`src/rtl/alu_sequencer_pkg.sv`:
```
// Shared constants for the ALU sequencer: datapath width, ALU function codes,
// FSM state encoding and the latched request record.
package alu_sequencer_pkg;

    localparam int ALU_DATA_W = 16;

    localparam logic [2:0] FN_ZERO  = 3'b000;
    localparam logic [2:0] FN_ADD   = 3'b001;
    localparam logic [2:0] FN_SUB   = 3'b010;
    localparam logic [2:0] FN_RSUB  = 3'b011;
    localparam logic [2:0] FN_AND   = 3'b100;
    localparam logic [2:0] FN_OR    = 3'b101;
    localparam logic [2:0] FN_PASSX = 3'b110;
    localparam logic [2:0] FN_NOP   = 3'b111;

    localparam logic [1:0] ST_IDLE  = 2'd0;
    localparam logic [1:0] ST_FETCH = 2'd1;
    localparam logic [1:0] ST_EXEC  = 2'd2;
    localparam logic [1:0] ST_WB    = 2'd3;

    typedef struct packed {
        logic [2:0] op;
        logic [2:0] rd;
        logic [2:0] rs;
        logic [2:0] rt;
        logic       imm_sel;
    } req_t;

endpackage

```
`src/rtl/alu_sequencer_if.sv`:
```
// Request handshake and external ALU bus between a requester/ALU (master)
// and the sequencer (slave).
interface alu_sequencer_if #(
    parameter int DATA_W = 16
);
    // A request transfers on a rising edge where req_valid && req_ready. The
    // requester holds req_valid and all req_* fields stable until then;
    // req_ready never depends on req_valid.
    logic              req_valid;
    logic              req_ready;
    logic [2:0]        req_op;
    logic [2:0]        req_rd;
    logic [2:0]        req_rs;
    logic [2:0]        req_rt;
    logic              req_imm_sel;
    logic [DATA_W-1:0] req_imm;

    logic [DATA_W-1:0] alu_x;
    logic [DATA_W-1:0] alu_y;
    logic [2:0]        alu_fsel;
    logic [DATA_W-1:0] alu_z;
    logic              alu_cout;

    modport master (
        output req_valid, req_op, req_rd, req_rs, req_rt, req_imm_sel, req_imm,
        input  req_ready,
        input  alu_x, alu_y, alu_fsel,
        output alu_z, alu_cout
    );

    modport slave (
        input  req_valid, req_op, req_rd, req_rs, req_rt, req_imm_sel, req_imm,
        output req_ready,
        output alu_x, alu_y, alu_fsel,
        input  alu_z, alu_cout
    );

endinterface

```
`src/rtl/alu_sequencer_regfile8x16.sv`:
```
// Eight-entry register file: one synchronous write port, two asynchronous
// read ports and an asynchronous debug read port; R0 always reads as zero.
module regfile8x16 #(
    parameter int DATA_W  = 16,
    parameter int REG_CNT = 8
) (
    input  logic              clk,
    input  logic              reset_n,
    input  logic              i_we,
    input  logic [2:0]        i_waddr,
    input  logic [DATA_W-1:0] i_wdata,
    input  logic [2:0]        i_raddr_a,
    output logic [DATA_W-1:0] o_rdata_a,
    input  logic [2:0]        i_raddr_b,
    output logic [DATA_W-1:0] o_rdata_b,
    input  logic [2:0]        i_dbg_raddr,
    output logic [DATA_W-1:0] o_dbg_rdata
);

    logic [DATA_W-1:0] r_mem [REG_CNT];

    // Entry 0 is never written, and its read is forced to zero as well.
    always_ff @(posedge clk or negedge reset_n) begin
        if (!reset_n) begin
            for (int i = 0; i < REG_CNT; i++) begin
                r_mem[i] <= '0;
            end
        end else if (i_we && (i_waddr != 3'd0)) begin
            r_mem[i_waddr] <= i_wdata;
        end
    end

    assign o_rdata_a   = (i_raddr_a   == 3'd0) ? '0 : r_mem[i_raddr_a];
    assign o_rdata_b   = (i_raddr_b   == 3'd0) ? '0 : r_mem[i_raddr_b];
    assign o_dbg_rdata = (i_dbg_raddr == 3'd0) ? '0 : r_mem[i_dbg_raddr];

endmodule

```
`src/rtl/alu_sequencer.sv`:
```
// Four-phase sequencer (IDLE/FETCH/EXEC/WB) that reads operands from an 8-entry
// register file, drives an external ALU and writes the result back with flags.
module alu_sequencer
    import alu_sequencer_pkg::*;
#(
    parameter int DATA_W  = ALU_DATA_W,
    parameter int REG_CNT = 8
) (
    input  logic              clk,
    input  logic              reset_n,
    alu_sequencer_if.slave    bus,
    input  logic [2:0]        dbg_raddr,
    output logic [DATA_W-1:0] dbg_rdata,
    output logic              done,
    output logic              flag_z,
    output logic              flag_c,
    output logic              flag_n,
    output logic [1:0]        dbg_state
);

    logic [1:0]        r_state;
    req_t              r_req;
    logic [DATA_W-1:0] r_imm;
    logic [DATA_W-1:0] r_x;
    logic [DATA_W-1:0] r_y;
    logic [DATA_W-1:0] r_res;
    logic              r_cout;
    logic              r_flag_z;
    logic              r_flag_c;
    logic              r_flag_n;

    logic              w_accept;
    logic              w_commit;
    logic [DATA_W-1:0] w_rs_data;
    logic [DATA_W-1:0] w_rt_data;

    // Ready is gated by reset so nothing is offered while reset is held.
    assign bus.req_ready = reset_n && (r_state == ST_IDLE);
    assign w_accept      = bus.req_valid && bus.req_ready;
    assign w_commit      = (r_state == ST_WB) && (r_req.op != FN_NOP);

    regfile8x16 #(
        .DATA_W  (DATA_W),
        .REG_CNT (REG_CNT)
    ) u_regfile (
        .clk         (clk),
        .reset_n     (reset_n),
        .i_we        (w_commit),
        .i_waddr     (r_req.rd),
        .i_wdata     (r_res),
        .i_raddr_a   (r_req.rs),
        .o_rdata_a   (w_rs_data),
        .i_raddr_b   (r_req.rt),
        .o_rdata_b   (w_rt_data),
        .i_dbg_raddr (dbg_raddr),
        .o_dbg_rdata (dbg_rdata)
    );

    always_ff @(posedge clk or negedge reset_n) begin
        if (!reset_n) begin
            r_state <= ST_IDLE;
        end else begin
            case (r_state)
                ST_IDLE:  if (w_accept) r_state <= ST_FETCH;
                ST_FETCH: r_state <= ST_EXEC;
                ST_EXEC:  r_state <= ST_WB;
                ST_WB:    r_state <= ST_IDLE;
                default:  r_state <= ST_IDLE;
            endcase
        end
    end

    always_ff @(posedge clk or negedge reset_n) begin
        if (!reset_n) begin
            r_req <= '0;
            r_imm <= '0;
        end else if (w_accept) begin
            r_req.op      <= bus.req_op;
            r_req.rd      <= bus.req_rd;
            r_req.rs      <= bus.req_rs;
            r_req.rt      <= bus.req_rt;
            r_req.imm_sel <= bus.req_imm_sel;
            r_imm         <= bus.req_imm;
        end
    end

    always_ff @(posedge clk or negedge reset_n) begin
        if (!reset_n) begin
            r_x <= '0;
            r_y <= '0;
        end else if (r_state == ST_FETCH) begin
            r_x <= r_req.imm_sel ? r_imm : w_rs_data;
            r_y <= w_rt_data;
        end
    end

    always_ff @(posedge clk or negedge reset_n) begin
        if (!reset_n) begin
            r_res  <= '0;
            r_cout <= 1'b0;
        end else if (r_state == ST_EXEC) begin
            r_res  <= bus.alu_z;
            r_cout <= bus.alu_cout;
        end
    end

    // Flags follow every committed result, including writes aimed at R0.
    always_ff @(posedge clk or negedge reset_n) begin
        if (!reset_n) begin
            r_flag_z <= 1'b0;
            r_flag_c <= 1'b0;
            r_flag_n <= 1'b0;
        end else if (w_commit) begin
            r_flag_z <= (r_res == '0);
            r_flag_c <= r_cout;
            r_flag_n <= r_res[DATA_W-1];
        end
    end

    assign bus.alu_x    = r_x;
    assign bus.alu_y    = r_y;
    assign bus.alu_fsel = (r_state == ST_EXEC) ? r_req.op : FN_ZERO;

    assign done      = (r_state == ST_WB);
    assign flag_z    = r_flag_z;
    assign flag_c    = r_flag_c;
    assign flag_n    = r_flag_n;
    assign dbg_state = r_state;

endmodule

```
`src/flat_wrapper.sv`:
```
// flat-port wrapper written by rule: the top's interface ports become plain ports
module alu_sequencer_flat import alu_sequencer_pkg::*;
#(
    parameter int DATA_W  = ALU_DATA_W,
    parameter int REG_CNT = 8
)
  (clk, reset_n, dbg_raddr, dbg_rdata, done, flag_z, flag_c, flag_n, dbg_state, bus_req_valid, bus_req_op, bus_req_rd, bus_req_rs, bus_req_rt, bus_req_imm_sel, bus_req_imm, bus_req_ready, bus_alu_x, bus_alu_y, bus_alu_fsel, bus_alu_z, bus_alu_cout);
  alu_sequencer_if #(.DATA_W(DATA_W)) bus_i ();
  input  logic clk;
  input  logic reset_n;
  input  logic [2:0] dbg_raddr;
  output logic [DATA_W-1:0] dbg_rdata;
  output logic done;
  output logic flag_z;
  output logic flag_c;
  output logic flag_n;
  output logic [1:0] dbg_state;
  input wire logic [$bits(bus_i.req_valid)-1:0] bus_req_valid;
  input wire logic [$bits(bus_i.req_op)-1:0] bus_req_op;
  input wire logic [$bits(bus_i.req_rd)-1:0] bus_req_rd;
  input wire logic [$bits(bus_i.req_rs)-1:0] bus_req_rs;
  input wire logic [$bits(bus_i.req_rt)-1:0] bus_req_rt;
  input wire logic [$bits(bus_i.req_imm_sel)-1:0] bus_req_imm_sel;
  input wire logic [$bits(bus_i.req_imm)-1:0] bus_req_imm;
  output wire logic [$bits(bus_i.req_ready)-1:0] bus_req_ready;
  output wire logic [$bits(bus_i.alu_x)-1:0] bus_alu_x;
  output wire logic [$bits(bus_i.alu_y)-1:0] bus_alu_y;
  output wire logic [$bits(bus_i.alu_fsel)-1:0] bus_alu_fsel;
  input wire logic [$bits(bus_i.alu_z)-1:0] bus_alu_z;
  input wire logic [$bits(bus_i.alu_cout)-1:0] bus_alu_cout;
  assign bus_i.req_valid = bus_req_valid;
  assign bus_i.req_op = bus_req_op;
  assign bus_i.req_rd = bus_req_rd;
  assign bus_i.req_rs = bus_req_rs;
  assign bus_i.req_rt = bus_req_rt;
  assign bus_i.req_imm_sel = bus_req_imm_sel;
  assign bus_i.req_imm = bus_req_imm;
  assign bus_req_ready = bus_i.req_ready;
  assign bus_alu_x = bus_i.alu_x;
  assign bus_alu_y = bus_i.alu_y;
  assign bus_alu_fsel = bus_i.alu_fsel;
  assign bus_i.alu_z = bus_alu_z;
  assign bus_i.alu_cout = bus_alu_cout;
  alu_sequencer #(.DATA_W(DATA_W), .REG_CNT(REG_CNT)) u_core (.clk(clk), .reset_n(reset_n), .bus(bus_i), .dbg_raddr(dbg_raddr), .dbg_rdata(dbg_rdata), .done(done), .flag_z(flag_z), .flag_c(flag_c), .flag_n(flag_n), .dbg_state(dbg_state));
endmodule
```
`config.mk`:
```
export PLATFORM = sky130hd
export DESIGN_NAME = alu_sequencer_flat
export DESIGN_NICKNAME = d
export VERILOG_FILES = /design/src/rtl/alu_sequencer_pkg.sv /design/src/rtl/alu_sequencer_if.sv /design/src/rtl/alu_sequencer_regfile8x16.sv /design/src/rtl/alu_sequencer.sv /design/src/flat_wrapper.sv
export SDC_FILE = /design/constraint.sdc
export NUM_CORES = 1
export LEC_CHECK = 0
export ABC_AREA = 1
export BUFFER_PORTS_ARGS = -buffer_cell sky130_fd_sc_hd__buf_2
export CORE_MARGIN = 1
export CORE_UTILIZATION = 35
export DETAILED_ROUTE_END_ITERATION = 12
export PLACE_DENSITY_LB_ADDON = 0.08
export SLEW_MARGIN = 20
export SYNTH_ARGS = -nofsm -noshare
export SYNTH_HDL_FRONTEND = slang
export SYNTH_SLANG_ARGS = --single-unit
```
`constraint.sdc`:
```
create_clock -name clk -period 1.65 [get_ports clk]
set_clock_uncertainty 0.1 [all_clocks]
set_input_delay 0.0825 -clock clk [delete_from_list [all_inputs] [get_ports clk]]
set_output_delay 0.0825 -clock clk [all_outputs]
set_load 0.02 [all_outputs]
```
# After elaboration in Yosys (flattened, before gate mapping)
# Cells that the tools add are included.
# word_totals
reg_bits	211
inputBits	52
output_inout_bits	58
elab_cells	66
# classes
magnitude_cmp	5
n_eq_ne	5
mux	19
bitwise	4
n_reduce_logical	11
# op_table
op	count
$mux 16	11
$bmux 16 s3	3
$bwmux 128	1
$demux 16 s3	1
$ge 4x4->1 const B	4
$logic_not 16->1	1
$not 3->4	4
$logic_not 3->1	3
$pmux 2 s4	1
$logic_and 1x1->1	5
$eq 2x2->1 const B	2
$lt 4x1->1 const B	1
$mux 3	1
$ne 3x3->1 const B	1
$reduce_bool 3->1	1
$eq 2x1->1 const B	1
$logic_not 2->1	1
$mux 2	1
$ne 2x1->1 const B	1

# Depth between registers and ports, before layout
# Gate-level depths: netlist of run 1.
# depth
word_depth	6
depth_mapped	11
ltp_nobuf	9

# By module
# A second synthesis of run 1 with hierarchy kept.
# unflattened
hier_cells	1785
hier_area_um2	12325.6
# modules_own_cells
mod	instances	cells_each	area_each_um2	seq_area_each_um2
regfile8x16	1	1451	8805.9	3203.1
alu_sequencer	1	334	3519.6	2077.0

# Least setup slack after synthesis of run 1
# OpenSTA, ideal clock, no wires.
# synth_path
kind	register -> register
from	reg u_core.r_state[0] (netlist: u_core.dbg_state[0])
to	reg u_core.r_imm[10]
arrival_time_ps	1509
required_time_ps	1434
path_slack_ps	-75
path_stages_with_launch	11
n_path_buf	2
path_cell_list	dfrtp_1 -> inv_1 -> ha_1 -> nand2_1 -> inv_1 -> nand2_1 -> inv_1 -> buf_2 -> buf_4 -> nand2_1 -> nand2_1
# synth_between
elab_chain_len	3
# synth_lines
item	line_no	text
start, declared	alu_sequencer.sv:21	logic [1:0] r_state;
start signal, assigned	alu_sequencer.sv:61	r_state <= ST_IDLE;
start signal, assigned	alu_sequencer.sv:64	ST_IDLE: if (w_accept) r_state <= ST_FETCH;
start signal, assigned	alu_sequencer.sv:65	ST_FETCH: r_state <= ST_EXEC;
$logic_not 2->1	alu_sequencer.sv:38	assign bus.req_ready = reset_n && (r_state == ST_IDLE);
$logic_and 1x1->1	alu_sequencer.sv:38	
net bus_req_ready	flat_wrapper.sv:25	output wire logic [$bits(bus_i.req_ready)-1:0] bus_req_ready;
$logic_and 1x1->1	alu_sequencer.sv:39	assign w_accept = bus.req_valid && bus.req_ready;
end signal, assigned	alu_sequencer.sv:83	r_imm <= bus.req_imm;
end, declared	alu_sequencer.sv:23	logic [DATA_W-1:0] r_imm;
# The timed path passes the listed nets, and every way through them passes these cells.
# A chain may end at the register's enable or synchronous reset.

# Final worst setup path of run 1
# layout_path
from	reg u_core.u_regfile.r_mem[29] (netlist bit)
to	out dbg_rdata[13]
# layout_between
elab_chain_len	4
# layout_lines
item	line_no	text
start, declared	alu_sequencer_regfile8x16.sv:20	logic [DATA_W-1:0] r_mem [REG_CNT];
start signal, assigned by index	alu_sequencer_regfile8x16.sv:29	r_mem[i_waddr] <= i_wdata;
$bmux 16 s3	alu_sequencer_regfile8x16.sv:35	assign o_dbg_rdata = (i_dbg_raddr == 3'd0) ? '0 : r_mem[i_dbg_raddr];
$mux 16 (implied by the code) (2 in series)	alu_sequencer_regfile8x16.sv:35	
$mux 16	alu_sequencer_regfile8x16.sv:35	
end, declared	flat_wrapper.sv:12	output logic [DATA_W-1:0] dbg_rdata;
# No other way between the ends. The select of a mux whose other input is x is not followed.

==> run_results.csv, run 1 <==
group,metric,value,unit
timing,rsz0062_at_grt,"yes",
cts,insertion_delay,0.52,ns
route,wirelength,44.19,mm
die,ios,110,
outcome,status,"finished, violations left",
timing,drv_slew,0,
grt,gr-total-overflow,0,
critical_path,critPathCaptureType,"primary output",
synth,avgSynthCellArea,7.241,um2
grt,grt_pass1_vias,10584,
cts,ctsHtreeMaxLevel,1,
critical_path,rr_worst_depth,9,
grt,track_usage,26.27,%
place,place_hpwl,29.56,mm
timing,hold_viol_final,0,
die,start_util,35.77,%
critical_path,cp_max_fo,2,
grt,use_met3,3.630,%
timing,slew_headroom,49.91,%
synth,ys_seq_area_share,46.54,%
min_path,hp-class,"input port to async pin",
place,port_buffers,109,
die,coreArea,31720,um2
synth,syn_area,11350,um2
timing,finalCritPeriodShare,109.4,%
critical_path,required,1.47,ns
critical_path,rrSetupSlack,0.02,ns
critical_path,critPathLaunchType,"flop",
layout,fin_area,15130,um2
synth,ys_seq_elements,211,
critical_path,criticalPathCategory,"flop to primary output",
cts,cts_tree,"yes",
die,fp.dieArea,33140,um2
timing,fmax,554.2,MHz
cts,cts_buffers,25,
grt,grt_max_degree,129,
pwr,leakage,7.288,nW
layout,drive_above_1_share,25.04,%
synth,ys_warn_count,0,
synth,synth_fp_nets,1623,
timing,setup_ws,-0.1543,ns
synth,syn_inst,1567,
place,globalplace.congestion,0.9078,
grt,top_usage_layer,"met2",
layout,fin_nets,1838,
layout,fillers,3216,
cts,clock_path_buffers,3,
critical_path,r2r-end,"u_core.u_regfile.r_mem[54]",
synth,synth_cell_types,25,
route,via_count,11271,
timing,worst_pin_slew,0.7514,ns
pwr,total_power,30.16,mW
route,drt_iter0_drc,899,
layout,postLayoutCoreUtil,47.71,%
cts,cts.sinks,211,
layout,diodes,0,
place,dpl_cell_area,12830,um2
pwr,ir_drop,816.2,uV
outcome,failed_checks,"setup timing",
grt,use_met2,40.03,%
timing,setup_viol,19,
layout,area_growth,33.37,%
route,via_per_inst,5.126,
pwr,p_per_area,1993,nW/um2
cts,clockRootBuffer,"clkbuf_16",
route,drc,0,
grt,antenna_found_initial,1,
timing,timing.final.crit_period,1.804,ns
die,die_y,182.0,um
grt,grt_pass1_wl,65.60,mm
critical_path,reg2reg_from,"u_core.dbg_state[0]",
grt,use_met1,38.19,%
route,antenna_left,0,
die,rows,65,
route,routedWlPerCell,20.10,um
die,die_w,182.0,um
cts,clkTransAtPathRegs,0.06,ns
flow_run,maxCapViolCount,0,
route,first_pass_iters,6,
critical_path,cp.arrival,1.62,ns
-- cells in the mapped netlist, drive strengths merged --
| library cell | n | area, um2 |
|---|---|---|
| nand2 | 492 | 1849 |
| o211ai | 12 | 90.09 |
| ha | 4 | 50.05 |
| dfrtp | 211 | 5280 |
| clkinv | 1 | 3.750 |
| inv | 150 | 565.6 |
| buf | 73 | 436.7 |
| nor2 | 93 | 409.2 |
| nand4 | 6 | 50.04 |
| clkbuf | 44 | 166.4 |
| nor3 | 1 | 5.000 |
| a21oi | 115 | 613.1 |
| nand3 | 111 | 555.5 |
| o21ai | 254 | 1271 |
-- through the flow --
stage                     cells  worst slack, ns  hold slack (ns)  setup TNS [ns]
final                      2199          -0.1543           0.1646          -1.692
after global routing       2199          -0.2322           0.2193          -3.569
after CTS                  2169          -0.1622           0.1752          -2.002
after detailed placement   2049         -0.03561           0.1378        -0.04321
after global placement     2049        -0.008817           0.1395       -0.008817
after floorplan            1567          0.02449          -0.3131               0
-- cells by family after synthesis --
kind of cell,Yosys count,synth area share [%]
buf+inv,268,10.33
flops,211,46.54
compound gates,381,17.40
simple gates,703,25.29
fa+ha+maj,4,0.4411
-- final cells by class --
class / count / area (um2) / share of cell area, %
multi-input combinational: 1088 / 5170 / 34.17
clock inverter: 7 / 116.4 / 0.7690
clock buffer: 35 / 693.2 / 4.581
sequential: 211 / 5294 / 34.98
timing repair buffer: 305 / 2779 / 18.36
tap: 402 / 503.0 / 3.324
inverter: 151 / 576.8 / 3.812
-- routing by layer --
| metal | share of wire (%) | up-vias |
|---|---|---|
| met5 | 0.018 | - |
| met3 | 7.0 | 74 |
| met2 | 44 | 402 |
| li1 | - | 5458 |
| met1 | 46 | 5335 |
| met4 | 3.0 | 2 |
-- layout by cell type (no fill, tap or decap), types with 29 or more instances in the layout --
master         netlist  layout
nand2_1            491     470
dfrtp_1            211     200
o21ai_0            216     175
nand3_1            111     109
buf_4               11     107
inv_1              139      96
a21oi_1            105      90
buf_2               55      88
o21ai_1             38      69
nor2_1              83      65
inv_2               10      50
dlygate4sd3_1        0      48
buf_12               0      34
clkbuf_16            0      29
-- critical path, cell delays in order (launching register included) --
cell and delay [ns]:
dfrtp_1 0.45, inv_2 0.07, a21oi_2 0.10, o21ai_1 0.07, nand3_1 0.08, nand2_2 0.06
nor2_4 0.13, buf_6 0.14
-- repair_timing --
item / CTS / global route
gates cloned: 0 / 5
buffers inserted: 30 / 25
hold endpoints to repair: 259 / 0
pin swaps: 21 / 26
resized for setup: 108 / 114
hold buffers: 48 / 0
setup endpoints to repair: 23 / 146
-- power breakdown --
part	leakage (nW)	internal (mW)	switching [mW]	total, mW
combinational	4.18	5.81	9.22	15.0
sequential	2.71	7.38	2.14	9.52
clock	0.392	3.38	2.24	5.62
-- state kept, by name, summed over array words and instances (netlist names) --
signal                  flops
u_core.dbg_state            2
u_core.flag_z               1
u_core.r_imm               16
u_core.bus.alu_y           16
u_core.r_req               13
u_core.bus.alu_x           16
u_core.flag_n               1
u_core.u_regfile.r_mem    128
u_core.r_res               16
u_core.r_cout               1
u_core.flag_c               1
-- worst max path at each step --
stage	start	to	slack [ns]	cells past startpoint
6_report	u_core.u_regfile.r_mem[29]	dbg_rdata[13]	-0.15	7
5_1_grt	u_core.u_regfile.r_mem[21]	dbg_rdata[5]	-0.23	7
4_1_cts	u_core.u_regfile.r_mem[29]	dbg_rdata[13]	-0.16	7
3_5_place_dp	u_core.dbg_state[1]	u_core.bus.alu_x[8]	-0.04	7
3_3_place_gp	u_core.dbg_state[1]	u_core.bus.alu_x[8]	-0.009	7
2_1_floorplan	u_core.dbg_state[0]	u_core.r_imm[10]	0.02	10
No activity file was read; power rests on OpenSTA's default activity.
==> inputs of run 2 (changes only) <==
==> constraint.sdc (replaced) <==
create_clock -name clk -period 1.8 [get_ports clk]
set_clock_uncertainty 0.1 [all_clocks]
set_input_delay 0.09 -clock clk [delete_from_list [all_inputs] [get_ports clk]]
set_output_delay 0.09 -clock clk [all_outputs]
set_load 0.02 [all_outputs]
==> run_results.csv, run 2 (synthesized netlist as in run 1, its figures left out) <==
group,metric,value,unit
die,coreArea,31720,um2
timing,rsz0062_at_grt,"yes",
die,start_util,35.77,%
cts,clock_path_buffers,3,
critical_path,cp.arrival,1.63,ns
layout,stdcell_count,2176,
pwr,total_power,27.30,mW
critical_path,required,1.61,ns
die,die_y,182.0,um
place,port_buffers,109,
layout,fin_area,14770,um2
critical_path,r2r-end,"u_core.bus.alu_y[12]",
place,globalplace.congestion,0.8575,
critical_path,cp_max_fo,3,
grt,grt_pass1_vias,10377,
min_path,hp-class,"input port to async pin",
layout,diodes,0,
route,first_pass_iters,5,
layout,final_common_cell,"nand2_1",
route,via_per_inst,5.093,
pwr,p_per_area,1848,nW/um2
die,fp.dieArea,33140,um2
route,via_count,11083,
layout,drive_above_1_share,22.60,%
pwr,ir_drop,1169,uV
timing,fmax,548.4,MHz
grt,antenna_found_initial,1,
route,drc,0,
layout,area_growth,30.19,%
cts,clockRootBuffer,"clkbuf_16",
cts,cts_buffers,26,
layout,final_cell_mix,"nand2_1 (486), dfrtp_1 (206), o21ai_0 (192), nand3_1 (108), inv_1 (101)",
place,dp_cells,2044,
cts,cts_tree,"yes",
grt,track_usage,25.45,%
flow_run,maxCapViolCount,0,
outcome,status,"finished, violations left",
layout,fillers,3253,
route,dr_wl_met2,18.20,mm
timing,whs,0.1008,ns
critical_path,rrSetupSlack,0.10,ns
grt,grt_pass1_wl,63.60,mm
grt,gr-total-overflow,0,
critical_path,critPathCaptureType,"primary output",
timing,timing.final.crit_period,1.823,ns
place,place_ws,-0.1607,ns
die,rows,65,
critical_path,reg2reg_from,"u_core.r_req[1]",
route,routed.top_layer,"met5",
route,wirelength,42.75,mm
layout,largest-register,"u_core.u_regfile.r_mem",
timing,slew_headroom,51.17,%
layout,largest_register_ffs,128,
cts,insertion_delay,0.54,ns
route,antenna_left,0,
critical_path,critPathLaunchType,"flop",
route,drt_iter0_drc,836,
die,ios,110,
timing,finalCritPeriodShare,101.3,%
layout,fin_nets,1810,
grt,grt_max_degree,68,
critical_path,criticalPathCategory,"flop to primary output",
pwr,leakage,7.107,nW
cts,cts.sinks,211,
timing,drv_slew,0,
timing,hold_viol_final,0,
place,place_hpwl,28.56,mm
route,wl_met3,3.065,mm
timing,setup_viol,4,
route,routedWlPerCell,19.64,um
timing,tns,-0.05379,ns
cts,ctsHtreeMaxLevel,1,
outcome,failed_checks,"setup timing",
layout,postLayoutCoreUtil,46.57,%
place,dpl_cell_area,12700,um2
route,drt-met1-wl,19.83,mm
timing,worst_pin_slew,0.7307,ns
cts,clkTransAtPathRegs,0.06,ns
die,die_w,182.0,um
timing,setup_ws,-0.02349,ns
critical_path,rr_worst_depth,6,
## run 2: routing by layer
layer  vias up  track usage [%]
met1      5212            36.74
met3        83            4.513
met4         2            9.345
met2       386            37.89
li1       5400                -
met5         -                0
## run 2: timing repair
action	in CTS	in global routing
gates cloned	0	2
hold buffers	48	0
endpoints found under the hold margin	259	0
endpoints found under the setup margin	51	85
gates resized for setup	73	91
setup buffers	11	23
pin swaps	14	29
## run 2: how the worst max path moves through the flow
stage	from	to	slack, ns	cells past startpoint
6_report	u_core.u_regfile.r_mem[105]	dbg_rdata[9]	-0.02	7
5_1_grt	u_core.u_regfile.r_mem[29]	dbg_rdata[13]	-0.10	7
4_1_cts	u_core.dbg_state[0]	u_core.u_regfile.r_mem[42]	-0.11	4
3_5_place_dp	u_core.dbg_state[0]	u_core.u_regfile.r_mem[46]	-0.16	4
3_3_place_gp	u_core.dbg_state[0]	u_core.u_regfile.r_mem[35]	-0.08	4
2_1_floorplan	u_core.dbg_state[0]	u_core.r_imm[10]	0.07	10
## run 2: cell type report
| class | instances | area, um2 | area share [%] |
|---|---|---|---|
| timing repair buffer | 274 | 2331 | 15.78 |
| clock inverter | 13 | 214.0 | 1.448 |
| tap | 402 | 503.0 | 3.405 |
| multi-input combinational | 1090 | 5159 | 34.92 |
| sequential | 211 | 5286 | 35.79 |
| clock buffer | 35 | 704.4 | 4.769 |
| inverter | 151 | 574.3 | 3.888 |
## run 2: critical path, cell delays in order (launching register included)
cell and delay, ns:
dfrtp_1 0.36, inv_2 0.07, a21oi_2 0.10, o21ai_1 0.09, nand2_1 0.12, nor2_2 0.06, nor2_2 0.16, buf_6 0.14
## run 2: power by group
part | total (mW) | switching [mW] | leakage, nW | internal, mW
clock network | 5.64 | 2.16 | 0.441 | 3.48
registers | 8.81 | 2.05 | 2.72 | 6.75
logic | 12.8 | 8.18 | 3.95 | 4.66
total | 27.3 | 12.4 | 7.11 | 14.9
